**config.mk**
```make
export PLATFORM = sky130hd
export DESIGN_NAME = rx_bit_sampler_flat
export DESIGN_NICKNAME = d
export VERILOG_FILES = /design/src/rtl/rx_bit_sampler_if.sv /design/src/rtl/rx_bit_sampler.sv /design/src/flat_wrapper.sv
export SDC_FILE = /design/constraint.sdc
export NUM_CORES = 1
export LEC_CHECK = 0
export CAP_MARGIN = 10
export CORE_UTILIZATION = 53
export DETAILED_ROUTE_END_ITERATION = 10
export HOLD_SLACK_MARGIN = 0.12
export PLACE_DENSITY = 0.87
export SYNTH_ARGS = -nofsm -noshare
export SYNTH_HDL_FRONTEND = slang
export SYNTH_SLANG_ARGS = --single-unit
```
**constraint.sdc**
```tcl
create_clock -name CLK -period 2.36 [get_ports CLK]
set_clock_uncertainty 0.1 [all_clocks]
set_input_delay 0.236 -clock CLK [delete_from_list [all_inputs] [get_ports CLK]]
set_output_delay 0.236 -clock CLK [all_outputs]
set_load 0.05 [all_outputs]
```
**src/rtl/rx_bit_sampler_if.sv**
```systemverilog
// Signal bundle between the UART RX control side and the oversampling bit sampler.
// The control side drives line, ratio and enable; the sampler returns the voted bit and counters.
interface rx_bit_sampler_if;
    logic       RX_IN;
    logic [5:0] prescale;
    logic       enable;
    logic       sampled_bit;
    logic       finish_s;
    logic [3:0] bit_cnt;
    logic [5:0] edge_cnt;
    logic       cfg_err;

    modport master (
        output RX_IN,
        output prescale,
        output enable,
        input  sampled_bit,
        input  finish_s,
        input  bit_cnt,
        input  edge_cnt,
        input  cfg_err
    );

    modport slave (
        input  RX_IN,
        input  prescale,
        input  enable,
        output sampled_bit,
        output finish_s,
        output bit_cnt,
        output edge_cnt,
        output cfg_err
    );
endinterface

```
**src/rtl/rx_bit_sampler.sv**
```systemverilog
// UART RX oversampling front end: counts clocks per bit, majority-votes three
// mid-bit samples and tracks the bit index within the frame.
module rx_bit_sampler #(
    parameter int unsigned FRAME_BITS   = 11,
    parameter int unsigned DEF_PRESCALE = 8
) (
    input  logic             CLK,
    input  logic             RST,
    rx_bit_sampler_if.slave  bus
);

    localparam logic [5:0] DEF_P    = 6'(DEF_PRESCALE);
    localparam logic [3:0] LAST_BIT = 4'(FRAME_BITS - 1);

    logic [5:0] p_q, p_d;
    logic       cfg_err_q, cfg_err_d;
    logic [5:0] edge_cnt_q, edge_cnt_d;
    logic [3:0] bit_cnt_q, bit_cnt_d;
    logic [1:0] shift_q, shift_d;
    logic       sampled_bit_q, sampled_bit_d;
    logic       finish_s_q, finish_s_d;

    logic       prescale_legal;
    logic [5:0] mid;
    logic       edge_last;
    logic       vote;

    assign prescale_legal = !bus.prescale[0] && (bus.prescale >= 6'd6) && (bus.prescale <= 6'd32);
    assign mid            = {1'b0, p_q[5:1]};
    assign edge_last      = (edge_cnt_q == p_q - 6'd1);
    // shift_q holds the two earlier samples; the third is taken straight off the line.
    assign vote           = (shift_q[1] & shift_q[0]) | (shift_q[1] & bus.RX_IN) | (shift_q[0] & bus.RX_IN);

    always_comb begin
        p_d           = p_q;
        cfg_err_d     = cfg_err_q;
        edge_cnt_d    = edge_cnt_q;
        bit_cnt_d     = bit_cnt_q;
        shift_d       = shift_q;
        sampled_bit_d = sampled_bit_q;
        finish_s_d    = 1'b0;

        if (!bus.enable) begin
            p_d        = prescale_legal ? bus.prescale : DEF_P;
            cfg_err_d  = !prescale_legal;
            edge_cnt_d = '0;
            bit_cnt_d  = '0;
            shift_d    = '0;
        end else begin
            if (edge_last) begin
                edge_cnt_d = '0;
                bit_cnt_d  = (bit_cnt_q == LAST_BIT) ? '0 : bit_cnt_q + 4'd1;
            end else begin
                edge_cnt_d = edge_cnt_q + 6'd1;
            end

            if ((edge_cnt_q == mid - 6'd1) || (edge_cnt_q == mid)) begin
                shift_d = {shift_q[0], bus.RX_IN};
            end

            if (edge_cnt_q == mid + 6'd1) begin
                sampled_bit_d = vote;
                finish_s_d    = 1'b1;
            end
        end
    end

    always_ff @(posedge CLK or negedge RST) begin
        if (!RST) begin
            p_q           <= DEF_P;
            cfg_err_q     <= 1'b0;
            edge_cnt_q    <= '0;
            bit_cnt_q     <= '0;
            shift_q       <= '0;
            sampled_bit_q <= 1'b1;
            finish_s_q    <= 1'b0;
        end else begin
            p_q           <= p_d;
            cfg_err_q     <= cfg_err_d;
            edge_cnt_q    <= edge_cnt_d;
            bit_cnt_q     <= bit_cnt_d;
            shift_q       <= shift_d;
            sampled_bit_q <= sampled_bit_d;
            finish_s_q    <= finish_s_d;
        end
    end

    assign bus.sampled_bit = sampled_bit_q;
    assign bus.finish_s    = finish_s_q;
    assign bus.bit_cnt     = bit_cnt_q;
    assign bus.edge_cnt    = edge_cnt_q;
    assign bus.cfg_err     = cfg_err_q;

endmodule

```
**src/flat_wrapper.sv**
```systemverilog
// flat-port wrapper written by rule: the top's interface ports become plain ports
module rx_bit_sampler_flat 
#(
    parameter int unsigned FRAME_BITS   = 11,
    parameter int unsigned DEF_PRESCALE = 8
)
  (CLK, RST, bus_RX_IN, bus_prescale, bus_enable, bus_sampled_bit, bus_finish_s, bus_bit_cnt, bus_edge_cnt, bus_cfg_err);
  rx_bit_sampler_if bus_i ();
  input  logic CLK;
  input  logic RST;
  input wire logic [$bits(bus_i.RX_IN)-1:0] bus_RX_IN;
  input wire logic [$bits(bus_i.prescale)-1:0] bus_prescale;
  input wire logic [$bits(bus_i.enable)-1:0] bus_enable;
  output wire logic [$bits(bus_i.sampled_bit)-1:0] bus_sampled_bit;
  output wire logic [$bits(bus_i.finish_s)-1:0] bus_finish_s;
  output wire logic [$bits(bus_i.bit_cnt)-1:0] bus_bit_cnt;
  output wire logic [$bits(bus_i.edge_cnt)-1:0] bus_edge_cnt;
  output wire logic [$bits(bus_i.cfg_err)-1:0] bus_cfg_err;
  assign bus_i.RX_IN = bus_RX_IN;
  assign bus_i.prescale = bus_prescale;
  assign bus_i.enable = bus_enable;
  assign bus_sampled_bit = bus_i.sampled_bit;
  assign bus_finish_s = bus_i.finish_s;
  assign bus_bit_cnt = bus_i.bit_cnt;
  assign bus_edge_cnt = bus_i.edge_cnt;
  assign bus_cfg_err = bus_i.cfg_err;
  rx_bit_sampler #(.FRAME_BITS(FRAME_BITS), .DEF_PRESCALE(DEF_PRESCALE)) u_core (.CLK(CLK), .RST(RST), .bus(bus_i));
endmodule
```
# Yosys cells after proc, flatten, opt, wreduce, memory -nomap -nowiden
# Index checks and enable logic that the tools add are counted.
# totals
reg_bits	21
input_bits	10
out_inout_bits	13
word_cells	42
# op_classes
n_addsub	5
magnitude_cmp	2
n_eq_ne	7
muxes	10
bitwise_logic	5
reduce_logical	6
# ops
operator	count
$eq 6x6->1	3
$mux 6	3
$mux 4	3
$add 5x1->6 const B	1
$add 6x1->6 const B	1
$eq 6x5->1	1
$ge 6x3->1 const B	1
$le 6x6->1 const B	1
$sub 5x1->6 const B	1
$sub 6x1->6 const B	1
$add 4x1->4 const B	1
$eq 4x4->1 const B	1
$mux 2	2
$ne 2x1->1 const B	2
$and 1x1->1	3
$logic_and 1x1->1	2
$logic_not 1->1	2
$mux 1	2
$or 1x1->1	2
$reduce_and 2->1	1
$logic_or 1x1->1	1

# Longest topological paths before layout
# logic_depth
word_depth	5
ltp_mapped	8
depth_no_buf	7

# Least setup slack after synthesis
# Ideal clock, no wire load.
# synth_timing
path_type	register to register
startpoint	reg u_core.edge_cnt_q[3], in the netlist u_core.bus.edge_cnt[3]
endpoint	reg u_core.bit_cnt_q[3], in the netlist u_core.bus.bit_cnt[3]
setup_time_ns	0.078
t_arrival_ns	2.040
required_ns	2.182
path_slack_ns	0.142
stages_incl_launch_ff	7
n_path_buf	1
synth_period_minus_slack_ns	2.218
cell_sequence	dfrtp_1 > buf_2 > xor2_1 > xnor2_2 > o2111ai_4 > or4_1 > a21boi_1
# synth_between
elab_chain_cells	2
# synth_rtl
element	line_no	text
start, declared	rx_bit_sampler.sv:17	logic [5:0] edge_cnt_q, edge_cnt_d;
start signal, assigned	rx_bit_sampler.sv:80	edge_cnt_q <= edge_cnt_d;
$eq 6x6->1	rx_bit_sampler.sv:30	assign edge_last = (edge_cnt_q == p_q - 6'd1);
$ne 2x1->1 (no line)	-	
end signal, assigned	rx_bit_sampler.sv:81	bit_cnt_q <= bit_cnt_d;
end, declared	rx_bit_sampler.sv:18	logic [3:0] bit_cnt_q, bit_cnt_d;
# No other way between the ends.
# A chain may end at the register's enable or synchronous reset.

# Worst setup path after layout
# layout_timing
startpoint	reg u_core.p_q[1]
endpoint	reg u_core.bit_cnt_q[0], in the netlist u_core.bus.bit_cnt[0]
# layout_between
elab_chain_cells	3
# layout_rtl
element	line_no	text
start, declared	rx_bit_sampler.sv:15	logic [5:0] p_q, p_d;
start signal, assigned	rx_bit_sampler.sv:78	p_q <= p_d;
$sub 6x1->6	rx_bit_sampler.sv:30	
$eq 6x6->1	rx_bit_sampler.sv:30	
$ne 2x1->1 (no line)	-	
# No other way between the ends.

==> results.md <==
* Result of the run: finished clean
* Proportion of layout cells with a drive suffix above 1 at 0.131
* Number of non-filler instances in the completed layout at around 210
* I/O pins at 23
* Clock latency reported for the late side of the worst-skew pair at 310 ps
* Total number of vias at 1,244
* Power per cell area at 478 nW/µm²
* Power share of the sequential group at 0.496
* First-pass iteration count of the detailed router at 4
* Port Buffers at 22
* Cts bufs inserted at 3
* Path class of the lowest-slack min-delay path: in -> async
* RSZ-0062 raised after global routing: no
* Die Y at about 54 µm
* Peak supply drop at roughly 0.44 mV
* P_leak at ~0.73 nW
* Via/cell ratio at between 6 and 7
* Startpoint Class: flop
* Number of nets in the final layout at about 190
* Critical path arrival at 2370 ps
* Detail Placement HPWL at roughly 2300 µm
* Max transition margin at 0.623
* Cells along the critical path: inv_2 > ha_4 > a21boi_4 > and3_2 > o2111ai_4 > or4_1 > a21boi_1
* Final hold vios at 0
* Final estimated routing congestion in global placement at approximately 0.91
* DRT iter0 DRCs at 28
* Clock-pin slew of the registers on the worst-case setup and hold paths at between 100 and 150 ps
* Average size of a mapped cell at 9.63 µm²
* Share of the clock period used by the worst path after layout at 0.945
* Number of global-route vias before repair at approximately 1.1k
* Number of instances in the synthesized netlist at ~150
* Syn-to-layout area delta at 20.3%
* Cell with the largest stage delay on the worst path: or4_1
* Maximum clock path buffer count at 2
* Syn Std Cell Area at 1450 µm²
* Instance count after placement with tap cells included at 200
* Syn Nets at between 150 and 200
* Largest stage delay on the critical path at about 550 ps
* Crit. End Element: flop
* Clk pwr share at 0.213
* Clock tree from TritonCTS: done
* Antenna violations before repair at 0
* Starting density of the core at 0.571
* Distinct cells, synth at 46
* Setup-failing EPs final at 0
* Crit path time final at about 2200 ps
* Share of the yosys chip area belonging to registers at 0.363
* Number of max-cap violations at 0
* Final total power at around 840 µW
* Overall Global Routing Usage at 0.240
* Design internal power at 551 µW
* Footprint of the flip-flops and latches at 529 µm²
* Number of synthesized flops with an enable pin at 0
* Switching power as a share of total power at 0.341
* Crit Path Max Fanout at 8
* Total DRC errors in the routed layout at 0
* Primary flip-flop cell chosen by synthesis mapping: dfrtp_1
* Max frequency at about 450 MHz
* Hold_buf cts at 0
* Setup WS pre-CTS at 55.5 ps
* Commonest cells after routing, fill and taps aside: clkdlybuf4s50_1, dfrtp_1, nor2_1
* Fraction of registers with async set/reset at 1.00
* Antenna violation net count after detailed routing at 0
* Average wire per standard cell at roughly 15 µm
* DIE AREA at 2960 µm²
* Required @ worst endpoint at 2500 ps
* Width of the chip at between 50 and 60 µm
* Placeable core region at ~2500 µm²
* Number of synthesized register bits at 21
* Clock Tree Root: clkbuf_4
* Global-route wire length before repair at slightly above 5000 µm
* P_sw at roughly 280 µW
* Filler cell count at ~190
* Synthesis warning total at 0
* Most common cell after layout, fill and taps aside: clkdlybuf4s50_1
* Transition time of the tightest slew-check pin at ~570 ps
* Combined area of the multi-input logic cells at about 850 µm²
* Row cnt at 18
* # H-tree levels at 1
* Number of max-slew violations in the final report at 0
* Minimum setup slack in the final design at roughly 130 ps
* Clock tree sinks at 21
* Total grt overflow at 0
* Maximum number of pins on one net before global-route repair at 22
* Cell depth of the worst flop-to-flop path at 7
* Wirelength, routed at roughly 3100 µm
* Kind of critical path: reg -> reg
* Comb power frac at 0.291
* ANT cells at 0
* Sum of negative setup slack at 0 ps
* Core occupancy in the finished layout at 0.687
-- power by group through the flow --
stage               Combinational, mW  Clock (mW)  Sequential, mW
finish                          0.243       0.178           0.415
detailed placement              0.237           0           0.421
floorplan                       0.131           0           0.450
CTS                             0.239       0.179           0.414
global route                    0.264       0.194           0.418
global placement                0.228           0           0.419
-- Yosys cell counts (2+ instances only) --
cell	number	area (µm²)
a22o_1	4	35.0
a21oi_1	8	40.0
dfrtp_1	19	475
xor2_1	9	78.8
inv_1	10	37.5
o211ai_1	2	15.0
nor4b_2	2	30.0
buf_2	3	15.0
a21boi_1	4	30.0
xnor2_1	9	78.8
nand2b_1	4	25.0
dfstp_2	2	52.6
or4_1	3	22.5
nor2b_1	2	12.5
nor3_1	3	15.0
mux2i_1	3	30.0
buf_4	2	15.0
nand2_1	8	30.0
nor2_1	13	48.8
nand3_1	5	25.0
clkbuf_1	2	7.51
o21ai_0	3	15.0
ha_1	7	87.6
nand3b_1	2	15.0
-- what timing repair did --
item	in CTS	in global routing
resized for setup	0	4
setup endpoints to repair	0	3
setup buffers	0	1
hold endpoints to repair	0	0
-- per-stage QoR --
step / instance area, µm² / hold WS [ps]
final: 1750 / 148
after global routing: 1750 / 183
after CTS: 1730 / 157
after detailed placement: 1700 / 423
after global placement: 1700 / 403
after floorplan: 1450 / -160
-- kinds of logic after synthesis --
kind of cell    count (synthesis)  synth area share
buf+inv                        18            0.0594
compound gates                 33             0.182
mux                             4            0.0284
flops                          21             0.363
xor+xnor                       19             0.120
simple gates                   49             0.188
fa+ha+maj                       7            0.0602
-- layer usage --
metal	vias to the layer above	GRT usage	part of all wire
met5	-	0	0
met1	606	0.331	0.42
li1	578	-	-
met2	54	0.380	0.49
met4	0	0.0983	0.013
met3	6	0.0278	0.073
-- flip-flops by register name, summed over array words and instances, names as in the netlist --
name                    flops
u_core.bus.finish_s         1
u_core.bus.bit_cnt          4
u_core.p_q                  6
u_core.bus.sampled_bit      1
u_core.bus.cfg_err          1
u_core.bus.edge_cnt         6
u_core.shift_q              2
-- cell type report --
type | instances | share of cell area
multi-input combinational | 112 | 0.487
sequential | 21 | 0.303
timing repair buffer | 28 | 0.152
inverter | 10 | 0.0215
tap | 30 | 0.0215
clock buffer | 3 | 0.0129
clock inverter | 1 | 0.00286
-- critical path, delay by kind of cell (launching register included) --
| family | cells | cell delay, ps |
|---|---|---|
| AND/OR/NAND/NOR | 2 | 780 |
| AO/OA/AOI/OAI | 3 | 530 |
| flip-flops | 1 | 470 |
| adder cells (fa/ha/maj) | 1 | 160 |
| buffers and inverters | 1 | 110 |
-- final timing paths --
kind	from	end	slack, ps
setup / recovery	u_core.p_q[1]	u_core.bus.bit_cnt[0]	130
hold / removal	RST	u_core.bus.bit_cnt[1]	150
setup reg to reg	u_core.p_q[1]	u_core.bus.bit_cnt[0]	130
hold reg to reg	u_core.bus.cfg_err	u_core.bus.cfg_err	430
max in group asynchronous	RST	u_core.p_q[3]	1740
min in group CLK	bus_prescale[3]	u_core.p_q[3]	390
No activity file was read; power rests on OpenSTA's default activity.
==> RTL change 1: new RTL, same flow settings <==
`FRAME_BITS` is set to 11 in 2 places; all go to 5.
--- a/src/rtl/rx_bit_sampler.sv
+++ b/src/rtl/rx_bit_sampler.sv
@@ -2,5 +2,5 @@
 // mid-bit samples and tracks the bit index within the frame.
 module rx_bit_sampler #(
-    parameter int unsigned FRAME_BITS   = 11,
+    parameter int unsigned FRAME_BITS   = 5,
     parameter int unsigned DEF_PRESCALE = 8
 ) (
--- a/src/flat_wrapper.sv
+++ b/src/flat_wrapper.sv
@@ -2,5 +2,5 @@
 module rx_bit_sampler_flat 
 #(
-    parameter int unsigned FRAME_BITS   = 11,
+    parameter int unsigned FRAME_BITS   = 5,
     parameter int unsigned DEF_PRESCALE = 8
 )
Behaviour: no difference found for any inputs over 10 cycles, from zero or initial values and one cycle with RST low; that may be too few to reach the edited logic, so the function may still have changed.
==> RTL change 1 against the unedited design <==
Combinational power fell by 10%; power fell by 3.5%; synthesized area rose by 0.52%; sequential cell count did not move; wire length rose by 1.5%; worst setup slack improved by 0.016 ns; design area fell by 0.64%; die area rose by 0.50%; count of clock-buffer cells in the layout did not move; critical endpoint is now u_core.bus.bit_cnt[2]; largest cell class unchanged.
==> RTL change 1: results (changes against the unedited design) <==
| Metric | Value |
|---|---|
| Status | `finished clean (unchanged)` |
| Nets | `194 (was 193)` |
| Fraction of area in multi-input gates | `48.3% (was 48.7%)` |
| Die Footprint | `0.00297 sq mm (was 0.00296 sq mm)` |
| Post-DP HPWL | `2490 um (was 2340 um)` |
| Seq Cell Count | `21 (unchanged)` |
| Synth area leaders | `dfrtp_1 (33%), xnor2_1 (7.2%), ha_1 (6.0%), xor2_1 (5.4%), nand3_1 (3.8%) (was dfrtp_1 (33%), ha_1 (6.0%), xnor2_1 (5.4%), xor2_1 (5.4%), dfstp_2 (3.6%))` |
| Dpl ws | `0.0943 ns (was 0.0555 ns)` |
| Clk cell area share | `1.73% (was 1.57%)` |
| P_int | `537 uW (was 551 uW)` |
| GR Layer Usage met1 | `31.8% (was 33.1%)` |
| Yosys cell types | `44 (was 46)` |
| Met1 WL | `1410 um (was 1320 um)` |
| Rel. slew slack | `56.5% (was 62.3%)` |
| Adder-cell share of the synthesized area | `6.68% (was 6.02%)` |
| WL per Instance | `15.5 um (was 15.4 um)` |
| Multi-input gate area | `840 sq um (was 852 sq um)` |
| First-pass GRT wire length | `5170 um (was 5040 um)` |
| Area after DPL | `0.00170 sq mm (about the same)` |
| Crit-path max FO | `3 (was 8)` |
| LEAKAGE | `0.730 nW (was 0.731 nW)` |
| Grt met2 use | `42.7% (was 38.0%)` |
| Peak VDD IR | `0.419 mV (was 0.438 mV)` |
| Vias per cell | `6.03 (was 6.07)` |
| Crit-path slowest cell | `dfrtp_1 (was or4_1)` |
| GP Congestion | `0.836 (was 0.909)` |
| Vias in the first global route | `1180 (was 1134)` |
| Starting DRC count in detailed routing | `33 (was 28)` |
| Synth top cells by count | `dfrtp_1 (19), xnor2_1 (12), nand3_1 (11), inv_1 (10) (was dfrtp_1 (19), nor2_1 (13), inv_1 (10), xnor2_1 (9), xor2_1 (9))` |
| Final cell count without fillers | `206 (was 205)` |
| Psw | `270 uW (was 285 uW)` |
| Register area share after synthesis | `36.1% (was 36.3%)` |
| Layout cells sized above 1 | `10.8% (was 13.1%)` |
| Grt met3 use | `3.89% (was 2.78%)` |
RTL change 1: cell types whose count changed after synthesis, sizes merged, moves of 3 or more:
cell / change
or4: -3
nor3: +7
a21boi: -4
buf: +3
mux2i: -3
nor2: -5
xnor2: +3
nand3: +6
RTL change 1: final timing paths:
kind / startpoint / to / slack, ns
min in group CLK: bus_prescale[3] / u_core.p_q[3] / 0.37
max in group asynchronous: RST / u_core.p_q[3] / 1.75
hold / removal: RST / u_core.bus.finish_s / 0.14
hold reg to reg: u_core.bus.cfg_err / u_core.bus.cfg_err / 0.43
setup reg to reg: u_core.p_q[1] / u_core.bus.bit_cnt[2] / 0.15
setup / recovery: u_core.p_q[1] / u_core.bus.bit_cnt[2] / 0.15
RTL change 1: critical path, delay by kind of cell (launching register included):
family,cells,cell delay (ns)
adder cells (fa/ha/maj),1,0.20
flip-flops,1,0.41
buffers and inverters,1,0.11
AO/OA/AOI/OAI,4,1.15
AND/OR/NAND/NOR,1,0.15
==> RTL change 2: new RTL, same flow settings <==
Made on the original files. Compare `bit_cnt_q` against `LAST_BIT` with >= in place of ==.
--- a/src/rtl/rx_bit_sampler.sv
+++ b/src/rtl/rx_bit_sampler.sv
@@ -50,5 +50,5 @@
             if (edge_last) begin
                 edge_cnt_d = '0;
-                bit_cnt_d  = (bit_cnt_q == LAST_BIT) ? '0 : bit_cnt_q + 4'd1;
+                bit_cnt_d  = (bit_cnt_q >= LAST_BIT) ? '0 : bit_cnt_q + 4'd1;
             end else begin
                 edge_cnt_d = edge_cnt_q + 6'd1;
Function: same outputs for any inputs over 10 cycles, from zero or initial values and one cycle with RST low; that may be too few to reach the edited logic, so the function may still have changed.
==> RTL change 2 against the unedited design <==
Clock power down 2%; synthesized cell count up 2.0%; worst setup slack better by 0.012 ns; synthesized area down 1.4%; design area down 1.4%; sequential share of layout area up 0.37 points; power down 1.4%; sequential cell count unchanged; combinational power down 2%; wire length down 1.8%; critical path type unchanged.
==> RTL change 2: results (changes against the unedited design) <==
| Metric | Value |
|---|---|
| Uppermost layer routed | `met4 (unchanged)` |
| Fraction of area in multi-input gates | `48.3% (was 48.7%)` |
| Diodes inserted | `0 (unchanged)` |
| Fraction of area in registers | `30.6% (was 30.3%)` |
| Layout cells sized above 1 | `9.60% (was 13.1%)` |
| Vias in the first global route | `1110 (was 1134)` |
| Top delay family on crit path | `compound AO/OA/AOI/OAI gates (was simple AND/OR/NAND/NOR gates)` |
| Yosys cell types | `45 (was 46)` |
| Synth area leaders | `dfrtp_1 (33%), xnor2_1 (7.3%), ha_1 (6.1%), dfstp_2 (3.7%), xor2_1 (3.7%) (was dfrtp_1 (33%), ha_1 (6.0%), xnor2_1 (5.4%), xor2_1 (5.4%), dfstp_2 (3.6%))` |
| Fill count | `183 (was 192)` |
| Syn Nets | `171 (was 168)` |
| Non-clock inverters | `11 (was 10)` |
| Psw | `272 uW (was 285 uW)` |
| Synth top cells by count | `dfrtp_1 (19), nor2_1 (12), xnor2_1 (12), inv_1 (11), nand2_1 (11) (was dfrtp_1 (19), nor2_1 (13), inv_1 (10), xnor2_1 (9), xor2_1 (9))` |
| Grt met2 use | `38.9% (was 38.0%)` |
| Crit-path max FO | `7 (was 8)` |
| LEAKAGE | `0.718 nW (was 0.731 nW)` |
| R2R Setup Slk | `0.14 ns` |
| Total GRT Usage | `25.0% (was 24.0%)` |
| Clk cell area share | `1.52% (was 1.57%)` |
| Nets | `195 (was 193)` |
| Clock Pin Slew Worst Setup and Hold Paths | `0.11 ns` |
| Slew @ Worst Pin | `0.523 ns (was 0.565 ns)` |
| Routed vias | `1228 (was 1244)` |
| Area after DPL | `0.00169 sq mm (was 0.00170 sq mm)` |
| Starting DRC count in detailed routing | `24 (was 28)` |
| Register area share after synthesis | `36.8% (was 36.3%)` |
| Reg2reg start | `u_core.p_q[0] (was u_core.p_q[1])` |
| Post-DP HPWL | `2330 um (was 2340 um)` |
| Buffers, non-clock | `27 (was 28)` |
| Arr. time, crit path | `2.32 ns (was 2.37 ns)` |
| First-pass GRT wire length | `5240 um (was 5040 um)` |
| Non-clock buffers, area share | `14.9% (was 15.2%)` |
| Grt met3 use | `1.69% (was 2.78%)` |
| GR Layer Usage met1 | `35.8% (was 33.1%)` |
| Met1 WL | `1430 um (was 1320 um)` |
| CP max stage delay | `0.44 ns (was 0.55 ns)` |
| Worst r2r path cells | `7 (unchanged)` |
| Multi-In Gates | `114 (was 112)` |
| Routed wl met3 | `87 um (was 231 um)` |
| GP Congestion | `0.876 (was 0.909)` |
| Peak VDD IR | `0.386 mV (was 0.438 mV)` |
| # port buffers | `22 (unchanged)` |
| Met2 routed WL | `1520 um (was 1550 um)` |
| Crit-path slowest cell | `dfrtp_1 (was or4_1)` |
| Reg-to-Reg End | `u_core.bus.bit_cnt[3] (was u_core.bus.bit_cnt[0])` |
| Total Routed Length | `3090 um (was 3150 um)` |
| CLK BUF | `4 (was 3)` |
| Status | `finished clean (unchanged)` |
| CTS Buf Count | `3 (unchanged)` |
==> RTL change 2: how the worst max path moves through the flow <==
stage                                start  slack (ns)                    end  cells after the start
finish                       u_core.p_q[0]        0.14  u_core.bus.bit_cnt[3]                      7
CTS                          u_core.p_q[0]        0.11  u_core.bus.bit_cnt[3]                      7
global placement             u_core.p_q[1]        0.25  u_core.bus.bit_cnt[3]                      7
detailed placement           u_core.p_q[0]        0.12  u_core.bus.bit_cnt[3]                      7
floorplan           u_core.bus.edge_cnt[3]        0.16  u_core.bus.bit_cnt[3]                      6
global route                 u_core.p_q[0]        0.02  u_core.bus.bit_cnt[3]                      7
==> RTL change 2: power by group through the flow <==
stage          clock (mW)  sequential (mW)  combinational [mW]
2_1_floorplan           0            0.449               0.126
3_3_place_gp            0            0.417               0.228
3_5_place_dp            0            0.419               0.236
4_1_cts             0.181            0.412               0.237
5_1_grt             0.188            0.416               0.259
6_report            0.174            0.412               0.238
==> RTL change 2: stage by stage <==
step                worst slack, ns  utilization, %  hold slack (ns)  instances  power, mW
finish                        0.143            68.4            0.153        207      0.825
global route                 0.0236            68.4            0.171        207      0.862
CTS                           0.108            67.9            0.151        207      0.829
detailed placement            0.124            66.9            0.432        203      0.654
global placement              0.246            66.9            0.407        203      0.645
floorplan                     0.159               -           -0.160        154      0.575
==> RTL change 2: logic make-up after synthesis <==
| group | Yosys count | synth area share [%] |
|---|---|---|
| and+or+nand+nor | 53 | 21.2 |
| buffers and inverters | 19 | 5.85 |
| DFF | 21 | 36.8 |
| adders and majority gates | 7 | 6.11 |
| AOI/OAI and AO/OA | 33 | 16.8 |
| muxes | 3 | 2.18 |
| xor gates and xnor gates | 18 | 11.0 |
==> RTL change 2: repair_timing <==
action,in CTS,in global routing
setup endpoints to repair,0,3
resized for setup,0,2
buffers inserted,0,0
